`config.mk`:
```
export PLATFORM = sky130hd
export DESIGN_NAME = load_store_unit
export DESIGN_NICKNAME = d
export VERILOG_FILES = /design/src/rtl/load_store_unit.sv
export SDC_FILE = /design/constraint.sdc
export NUM_CORES = 1
export LEC_CHECK = 0
export ABC_AREA = 1
export BUFFER_PORTS_ARGS = -buffer_cell sky130_fd_sc_hd__clkbuf_2
export CAP_MARGIN = 20
export CORE_MARGIN = 10
export CORE_UTILIZATION = 48
export DETAILED_ROUTE_END_ITERATION = 12
export PLACE_DENSITY = 0.86
export SYNTH_ARGS = -nofsm -noshare
export SYNTH_HDL_FRONTEND = slang
export SYNTH_SLANG_ARGS = --single-unit
```
`constraint.sdc`:
```
create_clock -name clk -period 3.4 [get_ports clk]
set_input_delay 0.17 -clock clk [delete_from_list [all_inputs] [get_ports clk]]
set_output_delay 0.17 -clock clk [all_outputs]
set_load 0.02 [all_outputs]
```
`src/rtl/load_store_unit.sv`:
```
// RV32I load/store unit: converts byte/half/word accesses into word-aligned memory
// operations, with read-modify-write for sub-word stores and extended load data.
module load_store_unit (
  input  logic        clk,
  input  logic        rst,
  input  logic        req_valid,
  output logic        req_ready,
  input  logic        req_is_store,
  input  logic [2:0]  req_funct3,
  input  logic [31:0] req_addr,
  input  logic [31:0] req_store_data,
  output logic        resp_valid,
  output logic [31:0] resp_data,
  output logic        resp_error,
  output logic [31:0] mem_address,
  output logic [31:0] mem_write_data,
  output logic        mem_read,
  output logic        mem_write,
  input  logic [31:0] mem_read_data
);

  typedef enum logic [2:0] {StIdle, StLoad, StRmw, StWrite, StDone} state_e;

  state_e      state_q, state_d;
  logic [2:0]  funct3_q;
  logic [31:0] addr_q;
  logic [15:0] store_data_q;
  logic [31:0] wbuf_q, wbuf_d;
  logic [31:0] resp_data_q, resp_data_d;
  logic        resp_error_q, resp_error_d;

  logic        accept;
  logic        req_err;
  logic [7:0]  byte_sel;
  logic [15:0] half_sel;
  logic [31:0] load_val;
  logic [31:0] merged;

  assign accept = (state_q == StIdle) && req_valid;

  // Illegal funct3 for the direction, or natural misalignment.
  always_comb begin
    req_err = 1'b0;
    case (req_funct3)
      3'b000:         req_err = 1'b0;
      3'b001:         req_err = req_addr[0];
      3'b010:         req_err = |req_addr[1:0];
      3'b100, 3'b101: req_err = req_is_store | (req_funct3[0] & req_addr[0]);
      default:        req_err = 1'b1;
    endcase
  end

  always_comb begin
    byte_sel = 8'h00;
    unique case (addr_q[1:0])
      2'b00: byte_sel = mem_read_data[7:0];
      2'b01: byte_sel = mem_read_data[15:8];
      2'b10: byte_sel = mem_read_data[23:16];
      2'b11: byte_sel = mem_read_data[31:24];
      default: byte_sel = 8'h00;
    endcase
    half_sel = addr_q[1] ? mem_read_data[31:16] : mem_read_data[15:0];
  end

  // funct3[2] marks the zero-extending variants.
  always_comb begin
    load_val = mem_read_data;
    case (funct3_q[1:0])
      2'b00:   load_val = {{24{~funct3_q[2] & byte_sel[7]}}, byte_sel};
      2'b01:   load_val = {{16{~funct3_q[2] & half_sel[15]}}, half_sel};
      default: load_val = mem_read_data;
    endcase
  end

  always_comb begin
    merged = mem_read_data;
    if (funct3_q[0]) begin
      if (addr_q[1]) merged[31:16] = store_data_q;
      else           merged[15:0]  = store_data_q;
    end else begin
      unique case (addr_q[1:0])
        2'b00: merged[7:0]   = store_data_q[7:0];
        2'b01: merged[15:8]  = store_data_q[7:0];
        2'b10: merged[23:16] = store_data_q[7:0];
        2'b11: merged[31:24] = store_data_q[7:0];
        default: merged = mem_read_data;
      endcase
    end
  end

  always_comb begin
    state_d        = state_q;
    wbuf_d         = wbuf_q;
    resp_data_d    = resp_data_q;
    resp_error_d   = resp_error_q;
    req_ready      = 1'b0;
    resp_valid     = 1'b0;
    mem_read       = 1'b0;
    mem_write      = 1'b0;
    mem_address    = 32'h0;
    mem_write_data = 32'h0;
    unique case (state_q)
      StIdle: begin
        req_ready = 1'b1;
        if (req_valid) begin
          resp_data_d  = 32'h0;
          resp_error_d = req_err;
          if (req_err) begin
            state_d = StDone;
          end else if (!req_is_store) begin
            state_d = StLoad;
          end else if (req_funct3 == 3'b010) begin
            wbuf_d  = req_store_data;
            state_d = StWrite;
          end else begin
            state_d = StRmw;
          end
        end
      end
      StLoad: begin
        mem_read    = 1'b1;
        mem_address = {addr_q[31:2], 2'b00};
        resp_data_d = load_val;
        state_d     = StDone;
      end
      StRmw: begin
        mem_read    = 1'b1;
        mem_address = {addr_q[31:2], 2'b00};
        wbuf_d      = merged;
        state_d     = StWrite;
      end
      StWrite: begin
        mem_write      = 1'b1;
        mem_address    = {addr_q[31:2], 2'b00};
        mem_write_data = wbuf_q;
        state_d        = StDone;
      end
      StDone: begin
        resp_valid = 1'b1;
        state_d    = StIdle;
      end
      default: state_d = StIdle;
    endcase
  end

  always_ff @(posedge clk or posedge rst) begin
    if (rst) begin
      state_q      <= StIdle;
      funct3_q     <= 3'b000;
      addr_q       <= 32'h0;
      store_data_q <= 16'h0;
      wbuf_q       <= 32'h0;
      resp_data_q  <= 32'h0;
      resp_error_q <= 1'b0;
    end else begin
      state_q      <= state_d;
      wbuf_q       <= wbuf_d;
      resp_data_q  <= resp_data_d;
      resp_error_q <= resp_error_d;
      if (accept) begin
        funct3_q     <= req_funct3;
        addr_q       <= req_addr;
        store_data_q <= req_store_data[15:0];
      end
    end
  end

  assign resp_data  = resp_data_q;
  assign resp_error = resp_error_q;

endmodule

```
-- Word-level counts from Yosys, hierarchy flattened
Cells that the tools add are included.
- equality and inequality tests: 16
- multiplexer cells: 29
- bitwise operators: 5
- reductions and logical operators: 15
- operators with widths (kind ; count):
    $mux 32 ; 8
    $pmux 32 s2 ; 3
    $mux 16 ; 3
    $mux 8 ; 4
    $pmux 8 s4 ; 1
    $eq 3x2->1 const B ; 3
    $eq 3x3->1 const B ; 3
    $pmux 3 s3 ; 1
    $reduce_or 2->1 ; 4
    $eq 3x1->1 const B ; 2
    $logic_not 3->1 ; 2
    $mux 3 ; 2
    $ne 2x2->1 const B ; 3
    $mux 1 ; 5
    $reduce_and 5->1 ; 1
    $eq 2x1->1 const B ; 2
    $eq 2x2->1 const B ; 2
    $logic_not 2->1 ; 2
    $pmux 1 s4 ; 1
    $reduce_and 2->1 ; 2
    $reduce_bool 2->1 ; 2
    $and 1x1->1 ; 3
    $reduce_or 3->1 ; 1
    $mux 2 ; 1
    4 further kinds ; 4
- register bits: 119
- input port bits: 103
- logic and storage cells: 72

-- Logic depth before layout (Yosys ltp)
Gate-level depths: netlist of run 1.
- depth in word-level cells: 6
- mapped depth: 11

-- Least setup slack after synthesis of run 1
Ideal clock, no wire load.
- kind: reg2out
- start point: register state_q[2]
- end point: output mem_write_data[10]
- data arrival time: 1512 ps
- data required time: 3230 ps
- path slack: 1718 ps
- cell stages (with the launch flop): 7
- path buffers: 1
- cells stage by stage: dfrtp_1 -> inv_1 -> nand2_1 -> nor2_1 -> inv_1 -> clkbuf_1 -> nor2_1
- cells in the longest elaborated chain, start to end: 2
- ends and longest elaborated chain (what ; RTL line ; RTL):
    from (decl) ; 24 ; state_e state_q, state_d;
    from (signal assigned) ; 148 ; state_q <= StIdle;
    from (signal assigned) ; 156 ; state_q <= state_d;
    $eq 3x2->1 ; 102 ; unique case (state_q)
    $mux 32 ; 102 ;
    to (decl) ; 16 ; output logic [31:0] mem_write_data,
No other way between the ends.

-- Worst setup path in the final report of run 1
- start point: register addr_q[1]
- end point: register wbuf_q[20]
- cells in the longest elaborated chain, start to end: 4
- ends and longest elaborated chain (what ; RTL line ; RTL):
    from (decl) ; 26 ; logic [31:0] addr_q;
    from (signal assigned) ; 162 ; addr_q <= req_addr;
    $eq 2x2->1 ; 81 ; unique case (addr_q[1:0])
    $mux 8 ; 81 ;
    $mux 32 * ; 77 ; if (funct3_q[0]) begin
    $pmux 32 s2 * ; 102 ;
    to (signal assigned) ; 157 ; wbuf_q <= wbuf_d;
    to (decl) ; 28 ; logic [31:0] wbuf_q, wbuf_d;
Every way passes the cells marked *; elsewhere a longest branch is shown, timed or not.
A chain may end at the register's enable or synchronous reset.

==> run summary, run 1 <==
core area: 15100 sq um
final setup fails: 0
CTS tree: yes
Hold Path Class: in2reg
met3 WL: 2530 um
Final Cycle Share: 68.4%
crit-path max cell delay: 530 ps
num rows: 45
Power, Total: 8270 uW
Clock power frac: 21.6%
DR top layer: met4
DRC: 0
Critical Path RT: 3750 ps
kind of critical path: reg2reg
number of synthesized flops with an enable pin: 0
initial core utilization: 48.6%
Remaining Overflow, GRT: 0
Setup crit start: addr_q[1]
VDD IR max: 0.473 mV
max-cap viol count: 0
detailed placement HPWL: 18000 um
CTS clk-pin slew, worst paths: 50 ps
Post-Syn Area: 7340 sq um
Cell Int Power: 4460 uW
CP endpoint kind: flip-flop
hold path cells: 3
final net count: 1467
flops & latches, synth: 119
Post-synth ARST share: 100%
type of origin of the critical path: flip-flop
vias per cell: 5.14
# diodes: 0
Layout Area Growth over Synthesis: 28.9%
reg2reg start: addr_q[1]
clock root buffer: clkbuf_16
Leak: 0.00535 uW
post-synth top area cell: dfrtp_1
CP most frequent cell: nand2_1
met1 wire length: 10000 um
dpl ws: 1110 ps
Worst Reg-to-Reg Cells: 8
PnR worst setup slack: 1080 ps
switching power: 3810 uW
area of the multi-input gates: 3550 sq um
Fillers: 1372
dominant synthesized flop cell: dfrtp_1
first-pass GRT wire length: 39700 um
Syn Inst Count: 1147
CP Max Fanout: 24
CTS Buf Count: 17
clk_skew: 9.73 ps
Die Ht: 144 um
relative slew slack: 39.2%
Iter 0 DRT Violations: 753
initial antenna violation count: 0
post-synth top area share: 40.6%
total area of sequential cells: 2980 sq um
vias in the first global route: 7809
Post-Layout Cell Count: 1565
Tightest Pin Transition: 911 ps
dpl cells: 1485
CTS resizes: 0
Final Max Slew Viols: 0
pwr/cell area: 874 nW/um^2
# IOs: 204
WL met2: 11600 um
setup TNS: 0 ps
most frequent cells after synthesis: nand2_1, inv_1, nor2_1
Worst R2R End: wbuf_q[20]
postcts setup bufs: 0
hold path startpoint: req_funct3[0]
GRT Util Overall: 24.1%
hold path endpoint: funct3_q[0]
CTS Hold Bufs: 47
number of library cell types mapped by synthesis: 28
count leader, synth: nand2_1
H-tree lvl count: 4
Comb pwr share: 48.8%
Yosys warning count: 0
min cycle time layout: 2320 ps
routed vias: 8043
routed wire length: 24700 um
chip width: 144 um
PortBufs: 201
Skew-Pair Late Insertion Delay: 420 ps
routability cong.: 0.951
Net Sw Frac: 46.1%
CP Buf/Inv Count: 2
CP max stage cell: dfrtp_1
Seq pwr share: 29.6%
CP cell instances: buf_4 > nand2_1 > clkinv_1 > nand2_1 > nand3_1 > o21ai_0 > nand3_1 > nand2_1
Clock Sinks: 119
RSZ-0062 raised after global routing: no
dominant cells by area after synthesis: dfrtp_1, nand2_1, nand3_1
WL per Instance: 15.8 um
sequential fraction of the synthesis area: 40.6%
worst-case clock buffer depth: 2
Antenna Nets Post-Route: 0
Hold Vio Cnt, Final: 0
Pre-Repair DR Iteration Count: 5
Worst R2R Setup Slack: 1080 ps
largest net degree at the start of global routing: 55
f_max: 430 MHz
Syn Area/Cell: 6.40 sq um
share of layout cells above drive strength 1: 20.1%
full die area: 20600 sq um
Top delay family on crit path: simple AND/OR/NAND/NOR gates
status: complete, no violations
crit path DAT: 2680 ps
==> flip-flops by register name, summed over array words and instances (netlist names) <==
signal and flops:
addr_q 32, wbuf_q 32, resp_data 32, store_data_q 16, resp_error 1, state_q 3, funct3_q 3
==> tightest hold or removal path, cell delays in order <==
cell and delay [ps]:
clkbuf_2 100, nand2_1 50, o21ai_0 70
==> cells in the final DEF, fill, tap and decap left out, drive strengths merged <==
master and n:
o21ai 73, bufinv 2, o211ai 3, nand3 114
nand2 440, inv 136, nand4 8, dfrtp 119
buf 15, clkbuf 225, clkinvlp 2, a22oi 3
o21bai 5, conb 2, nor2 126, or2 11
nor3 1, nand3b 1, dlygate4sd3 47, clkinv 5
a21oi 39
==> power groups by stage <==
stage | combinational, uW | clock (uW) | sequential (uW)
after floorplan | 2760 | 0 | 2560
after global placement | 3840 | 0 | 2440
after detailed placement | 3920 | 0 | 2460
after CTS | 3990 | 1810 | 2450
after global routing | 4530 | 1880 | 2530
final | 4030 | 1790 | 2450
==> stage by stage <==
stage / cell area, sq um / util [%] / hold slack, ps
3_5_place_dp: 8390 / 55.6 / 270
6_report: 9460 / 62.7 / 11.5
5_1_grt: 9460 / 62.7 / 18.7
3_3_place_gp: 8390 / 55.6 / 268
4_1_cts: 9450 / 62.6 / 1.27
2_1_floorplan: 7340 / - / 291
==> worst max path at each step <==
stage                                 end  slack (ps)  depth (start not counted)
after floorplan                 addr_q[0]          70                          1
after global placement         wbuf_q[20]        1150                          8
after detailed placement       wbuf_q[20]        1110                          8
after CTS                 mem_address[11]         970                          3
after global routing           wbuf_q[21]         890                          8
final                          wbuf_q[20]        1080                          8
==> cell type report <==
class	count	area share (%)
repair buffers	263	16.9
well taps	188	2.49
clock inverters	8	1.01
inverters	137	5.46
flip-flops and latches	119	31.5
multi-input cells	826	37.5
clock buffers	24	5.20
==> metal layers <==
metal	global-route usage, %	vias up
met4	8.76	0
met5	0	-
met3	7.46	45
met1	29.5	3632
met2	39.2	404
li1	-	3962
==> cells by family after synthesis <==
kind of cell | synth area share, %
flops | 40.6
compound gates | 8.76
other cells | 0.0511
simple gates | 39.3
buf+inv | 11.3
Power figures use the tool's default switching activity.
==> run 2, diff against run 1 <==
Settings changed: ABC_AREA 1 to 0, CORE_UTILIZATION 48 to 47.
Clock period 3.4 ns to 1.9 ns, I/O delays scaled along.
==> run summary, run 2 <==
status: complete, no violations (unchanged)
crit-path max cell delay: 420 ps (was 530 ps)
Worst Reg-to-Reg Cells: 6 (was 8)
CTS tree: yes (unchanged)
VDD IR max: 0.810 mV (was 0.473 mV)
number of synthesized flops with an enable pin: 0 (unchanged)
max-cap viol count: 0 (unchanged)
Post-synth ARST share: 100% (unchanged)
H-tree lvl count: 4 (unchanged)
Die Ht: 140 um (was 144 um)
PnR worst setup slack: 11.8 ps (was 1080 ps)
routed vias: 7244 (was 8043)
initial core utilization: 48.3% (was 48.6%)
DRC: 0 (unchanged)
worst setup path end: mem_write_data[30] (was wbuf_q[20])
CP cell instances: buf_6 > nor3b_4 > buf_6 > buf_6 > and2_1 > buf_4 (was buf_4 > nand2_1 > clkinv_1 > nand2_1 > nand3_1 > o21ai_0 > nand3_1 > nand2_1)
GR Util met2: 40.2% (was 39.2%)
Antenna Nets Post-Route: 0 (unchanged)
most frequent cells after synthesis: nand2_1, dfrtp_1, and2_1 (was nand2_1, inv_1, nor2_1)
CP max stage cell: dfrtp_1 (unchanged)
CTS clk-pin slew, worst paths: 60 ps (was 50 ps)
Layout Area Growth over Synthesis: 40.6% (was 28.9%)
routability cong.: 0.927 (was 0.951)
Syn Area/Cell: 9.14 sq um (was 6.40 sq um)
dpl ws: 2.31 ps (was 1110 ps)
initial antenna violation count: 2 (was 0)
CTS Buf Count: 17 (unchanged)
detailed placement HPWL: 16800 um (was 18000 um)
clock root buffer: clkbuf_16 (unchanged)
Syn Inst Count: 736 (was 1147)
post-synth top area share: 44.2% (was 40.6%)
clk_skew: 8.98 ps (was 9.73 ps)
worst-case clock buffer depth: 2 (unchanged)
routed wire length: 26500 um (was 24700 um)
Clock Sinks: 119 (unchanged)
commonest non-fill, non-tap cell in the layout: clkbuf_2 (was nand2_1)
Fillers: 952 (was 1372)
Yosys warning count: 0 (unchanged)
dominant cells by area after synthesis: dfrtp_1, nand2_1, and2_1 (was dfrtp_1, nand2_1, nand3_1)
global route hottest layer: met2 (unchanged)
Worst R2R End: wbuf_q[31] (was wbuf_q[20])
Post-Syn Area: 6730 sq um (was 7340 sq um)
reg2reg start: addr_q[1] (unchanged)
Critical Path RT: 1800 ps (was 3750 ps)
GRT Util Overall: 25.3% (was 24.1%)
num rows: 43 (was 45)
relative slew slack: 54.3% (was 39.2%)
vias per cell: 6.12 (was 5.14)
vias in the first global route: 7114 (was 7809)
Leak: 0.00464 uW (was 0.00535 uW)
count leader, synth: nand2_1 (unchanged)
largest net degree at the start of global routing: 63 (was 55)
setup TNS: 0 ps (unchanged)
WL per Instance: 22.4 um (was 15.8 um)
GR met1 Demand/Resource: 29.0% (was 29.5%)
most frequent cells in the layout: clkbuf_2, nand2_1, dfrtp_1 (was nand2_1, clkbuf_2, inv_1)
min cycle time layout: 1890 ps
f_max: 530 MHz
Final Max Slew Viols: 0 (unchanged)
Tightest Pin Transition: 684 ps (was 911 ps)
CP Max Fanout: 6 (was 24)
final net count: 1093 (was 1467)
kind of critical path: reg2out (was reg2reg)
Iter 0 DRT Violations: 1014 (was 753)
Setup crit start: state_q[1] (was addr_q[1])
dominant synthesized flop cell: dfrtp_1 (unchanged)
flops & latches, synth: 119 (unchanged)
sequential fraction of the synthesis area: 44.2% (was 40.6%)
Hold Vio Cnt, Final: 0 (unchanged)
Pre-Repair DR Iteration Count: 7 (was 5)
CP endpoint kind: primary output (was flip-flop)
Worst R2R Setup Slack: 50 ps (was 1080 ps)
Remaining Overflow, GRT: 0 (unchanged)
full die area: 19500 sq um (was 20600 sq um)
first-pass GRT wire length: 39700 um (about the same)
post-synth top area cell: dfrtp_1 (unchanged)
number of library cell types mapped by synthesis: 40 (was 28)
met3 GRT Util: 8.85% (was 7.46%)
chip width: 140 um (was 144 um)
type of origin of the critical path: flip-flop (unchanged)
share of layout cells above drive strength 1: 34.4% (was 20.1%)
Skew-Pair Late Insertion Delay: 420 ps (about the same)
final setup fails: 0 (unchanged)
Final Cycle Share: 99.4%
Hold Path Class: in2reg (unchanged)
PortBufs: 201 (unchanged)
crit path DAT: 1790 ps (was 2680 ps)
# IOs: 204 (unchanged)
CP most frequent cell: buf_6 (was nand2_1)
core area: 13900 sq um (was 15100 sq um)
pwr/cell area: 1600 nW/um^2 (was 874 nW/um^2)
## run 2: cell types whose count changed after synthesis, sizes merged, moves of 46 or more
cell | before | now
o21ai | 73 | 27
nor2 | 126 | 35
nand3 | 114 | 32
inv | 136 | 12
and2 | 0 | 66
nand2 | 440 | 152
## run 2: cell families (layout without fill, tap and decap cells)
kind of cell,count (synthesis),after routing,synth area share (%)
buf+inv,83,349,6.17
mux,42,42,8.51
compound gates,154,154,16.9
simple gates,337,337,24.1
flops,119,119,44.2
other cells,1,3,0.0557
## run 2: cell type report
cell class,count,area [sq um],area share [%]
Multi-Input combinational cell,535,3430,36.3
Sequential cell,119,2980,31.5
Timing Repair Buffer,305,2170,22.9
Clock buffer,17,425,4.50
Tap cell,180,225,2.38
Clock inverter,15,178,1.88
Inverter,12,48.8,0.516
Antenna cell,1,2.50,0.0264
## run 2: critical path, delay by kind of cell, from the launching register on
| family | cells | cell delay [ps] |
|---|---|---|
| buffers and inverters | 4 | 610 |
| DFF | 1 | 420 |
| and+or+nand+nor | 2 | 340 |
## run 2: what timing repair did
| item | CTS | global route |
|---|---|---|
| hold buffers | 58 | 0 |
| resized for setup | 16 | 75 |
| hold endpoints to repair | 79 | 0 |
| pin swaps | 2 | 3 |
| buffers inserted | 5 | 4 |
| cloned | 4 | 2 |
| endpoints found under the setup margin | 63 | 112 |
## run 2: power breakdown
| group | internal (uW) | switching, uW |
|---|---|---|
| registers | 3670 | 977 |
| clock network | 2060 | 1270 |
| logic | 2960 | 4160 |
| total | 8700 | 6410 |
## run 2: how the worst min path moves through the flow
stage / startpoint / to / slack (ps) / cells after the start
6_report: mem_read_data[20] / resp_data[20] / 20 / 2
5_1_grt: mem_read_data[20] / resp_data[20] / 5 / 2
4_1_cts: mem_read_data[20] / resp_data[20] / 4 / 2
3_5_place_dp: rst / addr_q[24] / 220 / 2
3_3_place_gp: rst / addr_q[24] / 200 / 2
2_1_floorplan: req_addr[0] / addr_q[0] / 200 / 2
## run 2: per-layer routing
layer	part of all wire (%)	wire length, um
met1	34	8950
met4	6.3	1670
met3	13	3440
met2	47	12400
met5	0.049	13
## run 2: metrics by stage
stage / utilization (%) / cell area, sq um / hold WS (ps) / instances / power [uW]
after floorplan: - / 6740 / 200 / 737 / 8940
after global placement: 57.0 / 7940 / 205 / 1078 / 10600
after detailed placement: 57.0 / 7940 / 222 / 1078 / 10800
after CTS: 66.5 / 9260 / 3.87 / 1177 / 14500
after global routing: 67.9 / 9460 / 5.20 / 1184 / 15800
final: 67.9 / 9460 / 17.5 / 1184 / 15100
